## config.mk

```make
export PLATFORM = sky130hd
export DESIGN_NAME = instr_aligner_flat
export DESIGN_NICKNAME = d
export VERILOG_FILES = /design/src/rtl/instr_aligner_if.sv /design/src/rtl/instr_aligner.sv /design/src/flat_wrapper.sv
export SDC_FILE = /design/constraint.sdc
export NUM_CORES = 1
export LEC_CHECK = 0
export CELL_PAD_IN_SITES_DETAIL_PLACEMENT = 2
export CELL_PAD_IN_SITES_GLOBAL_PLACEMENT = 2
export CORE_UTILIZATION = 33
export DETAILED_ROUTE_END_ITERATION = 8
export DONT_BUFFER_PORTS = 1
export GPL_TIMING_DRIVEN = 0
export PLACE_DENSITY = 0.77
export RECOVER_POWER = 100
export REMOVE_ABC_BUFFERS = 1
export SLEW_MARGIN = 25
export SYNTH_ARGS = -nofsm -noshare
export SYNTH_HDL_FRONTEND = slang
export SYNTH_SLANG_ARGS = --single-unit
```

## constraint.sdc

```tcl
create_clock -name clk -period 2.55 [get_ports clk]
set_input_delay 0.51 -clock clk [delete_from_list [all_inputs] [get_ports clk]]
set_output_delay 0.51 -clock clk [all_outputs]
set_load 0.02 [all_outputs]
```

## src/rtl/instr_aligner_if.sv

```systemverilog
// Handshake bundle between the instruction aligner, instruction memory, the
// redirect source and the decompressor/decoder downstream.
interface instr_aligner_if;
    logic        flush;
    logic [31:0] flush_pc;
    logic [31:0] fetch_addr;
    logic        fetch_valid;
    logic        fetch_ready;
    logic [31:0] fetch_data;
    logic [31:0] instr_out;
    logic [31:0] instr_pc;
    logic        instr_compressed;
    logic        instr_valid;
    logic        instr_ready;

    modport master (
        output flush, flush_pc, fetch_valid, fetch_data, instr_ready,
        input  fetch_addr, fetch_ready, instr_out, instr_pc, instr_compressed, instr_valid
    );

    modport slave (
        input  flush, flush_pc, fetch_valid, fetch_data, instr_ready,
        output fetch_addr, fetch_ready, instr_out, instr_pc, instr_compressed, instr_valid
    );
endinterface

```

## src/rtl/instr_aligner.sv

```systemverilog
// Instruction aligner: turns a word-aligned fetch stream into one instruction per handshake.
// Define QUINTA_RVC_EN for mixed 16/32-bit (RVC) streams; default build is 32-bit only.
module instr_aligner #(
    parameter logic [31:0] RESET_PC = 32'h0000_0000
) (
    input logic            clk,
    input logic            rst,
    instr_aligner_if.slave bus
);

    localparam logic [31:0] RESET_FETCH = {RESET_PC[31:2], 2'b00};

    logic [31:0] pc;
    logic [31:0] faddr;
    logic        accept;
    logic        pop;

    assign bus.fetch_addr = faddr;
    assign bus.instr_pc   = pc;

`ifdef QUINTA_RVC_EN

    logic [15:0] slot0, slot1, slot2;
    logic [1:0]  count;
    logic        skip_low;
    logic        comp;
    logic        valid;
    logic [1:0]  pop_n;
    logic [1:0]  rem;
    logic [1:0]  count_nxt;
    logic [15:0] sh0, sh1;
    logic [15:0] slot0_nxt, slot1_nxt, slot2_nxt;

    assign comp  = (slot0[1:0] != 2'b11);
    assign valid = comp ? (count >= 2'd1) : (count >= 2'd2);
    assign pop   = valid && bus.instr_ready;
    assign pop_n = pop ? (comp ? 2'd1 : 2'd2) : 2'd0;
    assign rem   = count - pop_n;

    assign bus.fetch_ready      = (count <= 2'd1) && !bus.flush;
    assign accept               = bus.fetch_valid && bus.fetch_ready;
    assign bus.instr_valid      = valid;
    assign bus.instr_compressed = comp;
    assign bus.instr_out        = comp ? {16'h0000, slot0} : {slot1, slot0};

    // Pop first, then append the accepted halfwords behind what remains.
    always_comb begin
        sh0 = slot0;
        sh1 = slot1;
        if (pop_n == 2'd1) begin
            sh0 = slot1;
            sh1 = slot2;
        end else if (pop_n == 2'd2) begin
            sh0 = slot2;
            sh1 = slot2;
        end
        slot0_nxt = sh0;
        slot1_nxt = sh1;
        slot2_nxt = slot2;
        count_nxt = rem;
        if (accept) begin
            if (skip_low) begin
                count_nxt = rem + 2'd1;
                if (rem == 2'd0) slot0_nxt = bus.fetch_data[31:16];
                else             slot1_nxt = bus.fetch_data[31:16];
            end else begin
                count_nxt = rem + 2'd2;
                if (rem == 2'd0) {slot1_nxt, slot0_nxt} = bus.fetch_data;
                else             {slot2_nxt, slot1_nxt} = bus.fetch_data;
            end
        end
    end

    always_ff @(posedge clk) begin
        slot0 <= slot0_nxt;
        slot1 <= slot1_nxt;
        slot2 <= slot2_nxt;
    end

    always_ff @(posedge clk) begin
        if (rst) begin
            count    <= 2'd0;
            skip_low <= RESET_PC[1];
            pc       <= RESET_PC;
            faddr    <= RESET_FETCH;
        end else if (bus.flush) begin
            count    <= 2'd0;
            skip_low <= bus.flush_pc[1];
            pc       <= bus.flush_pc;
            faddr    <= {bus.flush_pc[31:2], 2'b00};
        end else begin
            count <= count_nxt;
            if (accept) begin
                skip_low <= 1'b0;
                faddr    <= faddr + 32'd4;
            end
            if (pop) pc <= pc + (comp ? 32'd2 : 32'd4);
        end
    end

`else

    logic [31:0] word;
    logic        full;
    logic        unused_flush_bits;

    // Without RVC every word is one instruction, so the low PC bits carry nothing.
    assign unused_flush_bits = ^bus.flush_pc[1:0];

    assign pop                  = full && bus.instr_ready;
    assign bus.fetch_ready      = (!full || pop) && !bus.flush;
    assign accept               = bus.fetch_valid && bus.fetch_ready;
    assign bus.instr_valid      = full;
    assign bus.instr_compressed = 1'b0;
    assign bus.instr_out        = word;

    always_ff @(posedge clk) begin
        if (accept) word <= bus.fetch_data;
    end

    always_ff @(posedge clk) begin
        if (rst) begin
            full  <= 1'b0;
            pc    <= RESET_FETCH;
            faddr <= RESET_FETCH;
        end else if (bus.flush) begin
            full  <= 1'b0;
            pc    <= {bus.flush_pc[31:2], 2'b00};
            faddr <= {bus.flush_pc[31:2], 2'b00};
        end else begin
            if (accept)   full <= 1'b1;
            else if (pop) full <= 1'b0;
            if (accept) faddr <= faddr + 32'd4;
            if (pop)    pc    <= pc + 32'd4;
        end
    end

`endif

endmodule

```

## src/flat_wrapper.sv

```systemverilog
// flat-port wrapper written by rule: the top's interface ports become plain ports
module instr_aligner_flat 
#(
    parameter logic [31:0] RESET_PC = 32'h0000_0000
)
  (clk, rst, bus_flush, bus_flush_pc, bus_fetch_valid, bus_fetch_data, bus_instr_ready, bus_fetch_addr, bus_fetch_ready, bus_instr_out, bus_instr_pc, bus_instr_compressed, bus_instr_valid);
  instr_aligner_if bus_i ();
  input logic clk;
  input logic rst;
  input wire logic [$bits(bus_i.flush)-1:0] bus_flush;
  input wire logic [$bits(bus_i.flush_pc)-1:0] bus_flush_pc;
  input wire logic [$bits(bus_i.fetch_valid)-1:0] bus_fetch_valid;
  input wire logic [$bits(bus_i.fetch_data)-1:0] bus_fetch_data;
  input wire logic [$bits(bus_i.instr_ready)-1:0] bus_instr_ready;
  output wire logic [$bits(bus_i.fetch_addr)-1:0] bus_fetch_addr;
  output wire logic [$bits(bus_i.fetch_ready)-1:0] bus_fetch_ready;
  output wire logic [$bits(bus_i.instr_out)-1:0] bus_instr_out;
  output wire logic [$bits(bus_i.instr_pc)-1:0] bus_instr_pc;
  output wire logic [$bits(bus_i.instr_compressed)-1:0] bus_instr_compressed;
  output wire logic [$bits(bus_i.instr_valid)-1:0] bus_instr_valid;
  assign bus_i.flush = bus_flush;
  assign bus_i.flush_pc = bus_flush_pc;
  assign bus_i.fetch_valid = bus_fetch_valid;
  assign bus_i.fetch_data = bus_fetch_data;
  assign bus_i.instr_ready = bus_instr_ready;
  assign bus_fetch_addr = bus_i.fetch_addr;
  assign bus_fetch_ready = bus_i.fetch_ready;
  assign bus_instr_out = bus_i.instr_out;
  assign bus_instr_pc = bus_i.instr_pc;
  assign bus_instr_compressed = bus_i.instr_compressed;
  assign bus_instr_valid = bus_i.instr_valid;
  instr_aligner #(.RESET_PC(RESET_PC)) u_core (.clk(clk), .rst(rst), .bus(bus_i));
endmodule
```

==> results of run 1 <==
-- kinds of logic (layout without fill, tap and decap cells) --
| family | Yosys count | after routing | synth area share |
|---|---|---|---|
| buffers and inverters | 59 | 47 | 0.05609 |
| AO/OA/AOI/OAI | 130 | 130 | 0.2049 |
| flip-flops | 93 | 93 | 0.4843 |
| adder cells (fa/ha/maj) | 2 | 2 | 0.005553 |
| XOR/XNOR | 17 | 17 | 0.03305 |
| other | 1 | 5 | 0.0008323 |
| AND/OR/NAND/NOR | 164 | 164 | 0.2108 |
| multiplexers | 2 | 2 | 0.004443 |
-- registers in the layout, summed over array words and instances, names as in the netlist --
register / flops
u_core.bus.fetch_addr: 30
u_core.bus.instr_out: 32
u_core.bus.instr_pc: 30
u_core.bus.instr_valid: 1
-- placed cells by master (no fill, tap or decap), types with 11 or more instances in the layout --
cell      instances
a21oi_1          21
o31a_1           24
or4_1            12
o31ai_1          12
nand2_1          29
nand4_1          20
nor3_1           14
o21ai_0          11
a21boi_0         17
nor2_1           11
nor4_1           17
dfxtp_1          57
inv_1            25
a31oi_1          17
edfxtp_1         32
nand3_1          18
-- through the flow --
stage	util	setup TNS [ns]	cell area [µm²]	total power (µW)
after global routing	0.3716	0	4941	3532
after global placement	0.3449	-13.75	4586	2071
after detailed placement	0.3491	-1.931	4641	2108
after CTS	0.3736	0	4967	3447
final	0.3716	0	4941	3409
after floorplan	-	0	4365	2005
-- final cells by class --
type                            count  area, µm²  area share
Sequential cell                    93       2187      0.4426
Clock buffer                        9      225.2     0.04558
Inverter                           26      97.59     0.01975
Tap cell                          176      220.2     0.04457
Multi-Input combinational cell    320       2107      0.4264
Clock inverter                      7      62.56     0.01266
Timing Repair Buffer                5      41.29    0.008357
-- repair_timing --
action,4_1_cts,5_1_grt
hold buffers,0,0
setup endpoints to repair,13,14
pin swaps,1,1
resized for setup,5,6
setup buffers,3,0
cloned,0,0
-- critical path: cells and delay by family, from the launching register on --
| kind | cells | cell delay [ns] |
|---|---|---|
| buffers and inverters | 2 | 0.35 |
| AO/OA/AOI/OAI | 2 | 0.41 |
| AND/OR/NAND/NOR | 2 | 0.95 |
| flip-flops | 1 | 0.58 |
-- synthesized netlist by cell type, types with 8 or more instances --
cell,count,area share
a21boi_0,17,0.028
a21oi_1,21,0.023
a31oi_1,17,0.024
and4_1,9,0.017
clkbuf_1,20,0.017
dfxtp_1,61,0.27
edfxtp_1,32,0.21
inv_1,26,0.022
nand2_1,29,0.024
nand3_1,19,0.021
nand4_1,20,0.028
nor2_1,11,0.0092
nor3_1,14,0.016
nor4_1,17,0.024
o21ai_0,11,0.012
o21bai_1,8,0.013
o31a_1,24,0.047
o31ai_1,12,0.020
or3_1,10,0.014
or4_1,15,0.025
xnor2_1,9,0.017
xor2_1,8,0.016
-- routing by layer --
layer | vias to the layer above | GRT usage | part of all wire
li1 | 1762 | - | -
met1 | 1902 | 0.2511 | 0.41
met2 | 97 | 0.4024 | 0.52
met3 | 19 | 0.05268 | 0.049
met4 | 0 | 0.07753 | 0.018
met5 | - | 0 | 0
-- power by group --
part	total (µW)	switching, µW	internal, µW
sequential	1860	233	1630
clock	1340	653	688
combinational	207	115	92.2
total	3410	1000	2410
-- worst paths after layout --
kind	endpoint	slack [ns]	cells past startpoint
min reg2reg	u_core.bus.instr_pc[23]$_SDFFE_PP0P_	0.64	2
min	u_core.bus.instr_pc[15]$_SDFFE_PP0P_	0.22	1
max reg2reg	u_core.bus.instr_pc[20]$_SDFFE_PP0P_	0.13	6
max	u_core.bus.instr_pc[20]$_SDFFE_PP0P_	0.13	6
==> results by group, run 1 <==
Routing
  • Final wirelength: 15300 µm
  • TritonRoute pass-1 iters: 4
  • Number of vias per cell: between 5 and 6
  • DR DRC count: 0
  • Wirelength per Cell: roughly 24 µm
  • Routed vias: approximately 3800
  • Post-route ant nets: 0
  • DRT iter0 DRCs: around 180

Global routing
  • Largest net degree at the start of global routing: 52
  • Grt ovf: 0
  • First-pass GRT wire length: between 20000 and 25000 µm
  • Vias in the first global route: 3979
  • Global Route Usage Sum: 0.2213
  • Initial antenna violation count: 0

Floorplan
  • Core Area: 13300 µm²
  • Initial core utilization: 0.3389
  • # IOs: 168
  • Die footprint: roughly 14000 µm²
  • Row cnt: 42
  • Die height: about 120 µm
  • DIE WIDTH: 118.8 µm

Worst setup path
  • Crit Path Class: register to register
  • CP startpoint kind: register
  • Crit. End Element: register
  • Critical Path Max Stage Delay: 0.65 ns
  • CP max FO: 7
  • WP data arrival: 2.65 ns
  • Crit-path slowest cell: or4_4
  • Crit path from: u_core.bus.instr_valid$_SDFFE_PP0P_
  • Worst EP required: 2.79 ns
  • Worst path cell trace: nand3_2 > or4_4 > buf_4 > clkbuf_1 > o31ai_1 > a31oi_1
  • R2r startpoint: u_core.bus.instr_valid$_SDFFE_PP0P_

STA
  • Final Max Tran Viols: 0
  • Slew headroom: 0.5330
  • Final-report hold violation count: 0
  • Fmax: 413.9 MHz
  • RSZ-0062 raised after global routing: no
  • Worst Setup Slack, final: around 0.13 ns
  • Setup Viol. Count Final: 0
  • Min Tclk post-route: between 2 and 2.5 ns
  • Worst hold margin: 0.2230 ns
  • Layout Skew: 0.01042 ns
  • Tightest Pin Transition: 0.7005 ns
  • Part of the cycle the worst path needs: 0.9474

Finish
  • Ant. Diodes: 0
  • Fin nets: 526
  • Fill count: 1459
  • Synth-to-Final Area Change: 9.664%
  • Post-route insts no fill: 636
  • Share of cells above drive strength 1: 0.07174

Clocking
  • H-tree depth: 3
  • Clock sink count: 93
  • CTS root buffer: clkbuf_16
  • Clock slew at reported path FFs: 0.07 ns
  • Worst-Skew Late Latency: between 0.3 and 0.4 ns
  • CTS tree: done
  • Total CTS buffers: 9
  • Clock buffer depth: 2

Synthesis
  • Synth Area per Inst: between 9 and 10 µm²
  • Post-synthesis cell type count: 48
  • Sequential area share after synthesis: 0.4843
  • Ys Warns: 0
  • Async set-reset flop share out of synthesis: 0
  • Post-Synthesis Cells: 468
  • Mapped Area: 4506 µm²
  • Seq cells post-synth: 93
  • EDFF count, synth: 32
  • Main synth FF type: dfxtp_1

Power
  • Pwr dens: 689.9 nW/µm²
  • Max VDD drop: between 0.2 and 0.3 mV
  • Leak: 0.001590 µW

Worst hold path
  • Hold crit path type: primary input to register
  • Worst Min Path Start: rst

Place
  • RD Place Congestion: 0.7632
  • DP HPWL: about 11000 µm
  • I/O Buffers: 0
  • Placed insts: ~620
  • Pre-CTS setup slack: -0.3171 ns

Run
  • Max-cap violations: 0

Outcome
  • Status: finished, final reports clean
No activity file was read; power rests on OpenSTA's default activity.
==> run 2: changes to the inputs <==
- CTS_CLUSTER_DIAMETER: not set -> 40
==> results of run 2 <==
The final DEF is identical to that of run 1; final timing and power are the same.
==> variant, RTL diff (config.mk and constraints of run 1) <==
Build with the macro `QUINTA_RVC_EN` defined.
--- a/src/rtl/instr_aligner.sv
+++ b/src/rtl/instr_aligner.sv
@@ -1,5 +1,7 @@
 // Instruction aligner: turns a word-aligned fetch stream into one instruction per handshake.
 // Define QUINTA_RVC_EN for mixed 16/32-bit (RVC) streams; default build is 32-bit only.
+`define QUINTA_RVC_EN
+
 module instr_aligner #(
     parameter logic [31:0] RESET_PC = 32'h0000_0000
 ) (
Function: changed (a bounded check fails within 4 cycles, from zero or initial values and one cycle with rst high).
==> variant against run 1 <==
  * Setup slack got worse by 0.035 ns
  * Core utilization up 2.5 points
  * Sequential power increased by 34%
  * Sequential cell count grew 20
  * Synthesized cell count is 63% higher
  * Area after synthesis increased by 40%
  * Largest power group unchanged
  * Cell area rose by 50%
  * Final cell count is 58% higher
  * Wire length increased by 63%
  * Total power is 81% higher
==> variant: results (changes against run 1) <==
- Status: complete, no violations (unchanged)
- Iter 0 DRT Violations: 268 (was 181)
- First-pass GRT wire length: 37900 um (was 23700 um)
- Grt met2 use: 44.7% (was 40.2%)
- Post-synth EDFFs: 16 (was 32)
- Clk pin slew, worst setup/hold paths: 0.06 ns
- Fin cells: 1004 (was 636)
- Initial antenna violation count: 0 (unchanged)
- H-Tree Level Count: 4 (was 3)
- Worst slack at placement: -2.18 ns (was -0.317 ns)
- Layout cells sized above 1: 11.9% (was 7.17%)
- Met3 Resource Use GR: 9.37% (was 5.27%)
- Vias in the first global route: 6616 (was 3979)
- Largest net degree at the start of global routing: 71 (was 52)
- Peak supply drop: 0.000500 V (was 0.000263 V)
- GPL Wtd Cong: 0.796 (was 0.763)
- Worst slew pin tran: 1.12 ns (was 0.701 ns)
- DR vias: 5934 (was 3780)
- Total Nets Final: 830 (was 526)
- Num CTS Buffers: 17 (was 9)
- Cell Area, Placed: 0.00655 mm2 (was 0.00464 mm2)
- Met1 Use GR: 27.0% (was 25.1%)
- Fin Clk Skew: 0.00908 ns (was 0.0104 ns)
- Top cells by area, synth: dfxtp_1 31%, edfxtp_1 7.6%, a21oi_1 5.5% (was dfxtp_1 27%, edfxtp_1 21%, o31a_1 4.7%)
- Crit path DAT: 2.76 ns (was 2.65 ns)
- Cell count after synthesis: 762 (was 468)
- Avg WL per Cell: 24.8 um (was 24.1 um)
- Commonest cells in the netlist: 97 x dfxtp_1, 88 x nand2_1, 69 x a21oi_1 (was 61 x dfxtp_1, 32 x edfxtp_1, 29 x nand2_1)
- Worst path max stage delay: 0.46 ns (was 0.65 ns)
- Yosys cell types: 57 (was 48)
- Worst skew pair latency: 0.42 ns (was 0.36 ns)
- Sequential area share after synthesis: 38.4% (was 48.4%)
- DP Wirelength: 16100 um (was 11000 um)
- Post-placement cell count: 949 (was 617)
- Root buf cell: clkbuf_16 (unchanged)
- CP max stage cell: dfxtp_4 (was or4_4)
- Global Route Usage Sum: 25.3% (was 22.1%)
variant: path summary, 6_finish.rpt:
check / from / to / slack (ns) / depth (start not counted)
hold reg to reg: u_core.slot1[2] / u_core.slot1[2] / 0.52 / 2
setup / recovery: u_core.slot0[1] / u_core.slot1[13] / 0.1 / 12
setup reg to reg: u_core.slot0[1] / u_core.slot1[13] / 0.1 / 12
hold / removal: rst / u_core.bus.fetch_addr[11] / 0.16 / 1
variant: logic make-up (layout without fill, tap and decap cells):
group,Yosys count,in the layout,synth area share (%)
AOI/OAI and AO/OA,209,210,20.6
xor gates and xnor gates,54,54,7.49
adders and majority gates,4,4,0.793
buffers and inverters,96,101,6.68
DFF,113,113,38.4
muxes,34,34,5.45
other,1,2,0.0594
and+or+nand+nor,251,252,20.5
variant: critical path, delay by kind of cell (launching register included):
kind	cells	cell delay, ns
compound gates	5	0.81
fa+ha+maj	1	0.31
buf+inv	5	0.71
flops	1	0.46
simple gates	1	0.03
variant: layout make-up:
cell class              count  area (um2)
fillers                  2053       11300
multi-input cells         556        3590
flip-flops and latches    113        2430
clock buffers              18         450
repair buffers             29         338
well taps                 234         293
clock inverters            14         154
inverters                  40         153
variant: routing by layer:
metal  share of wire [%]  up-vias
li1                    -     2720
met5                   0        -
met2                  51      179
met1                  38     2982
met4                 2.9        0
met3                 8.0       53
variant: timing repair:
item | CTS | global route
gates resized for setup | 12 | 7
pin swaps | 4 | 1
cloned | 2 | 2
setup endpoints to repair | 83 | 41
setup buffers | 13 | 6
variant: report_power, final:
| part | total (mW) | switching (mW) | internal (mW) |
|---|---|---|---|
| combinational | 1.19 | 0.750 | 0.441 |
| sequential | 2.50 | 0.466 | 2.04 |
| clock | 2.47 | 0.961 | 1.51 |
| total | 6.16 | 2.18 | 3.98 |
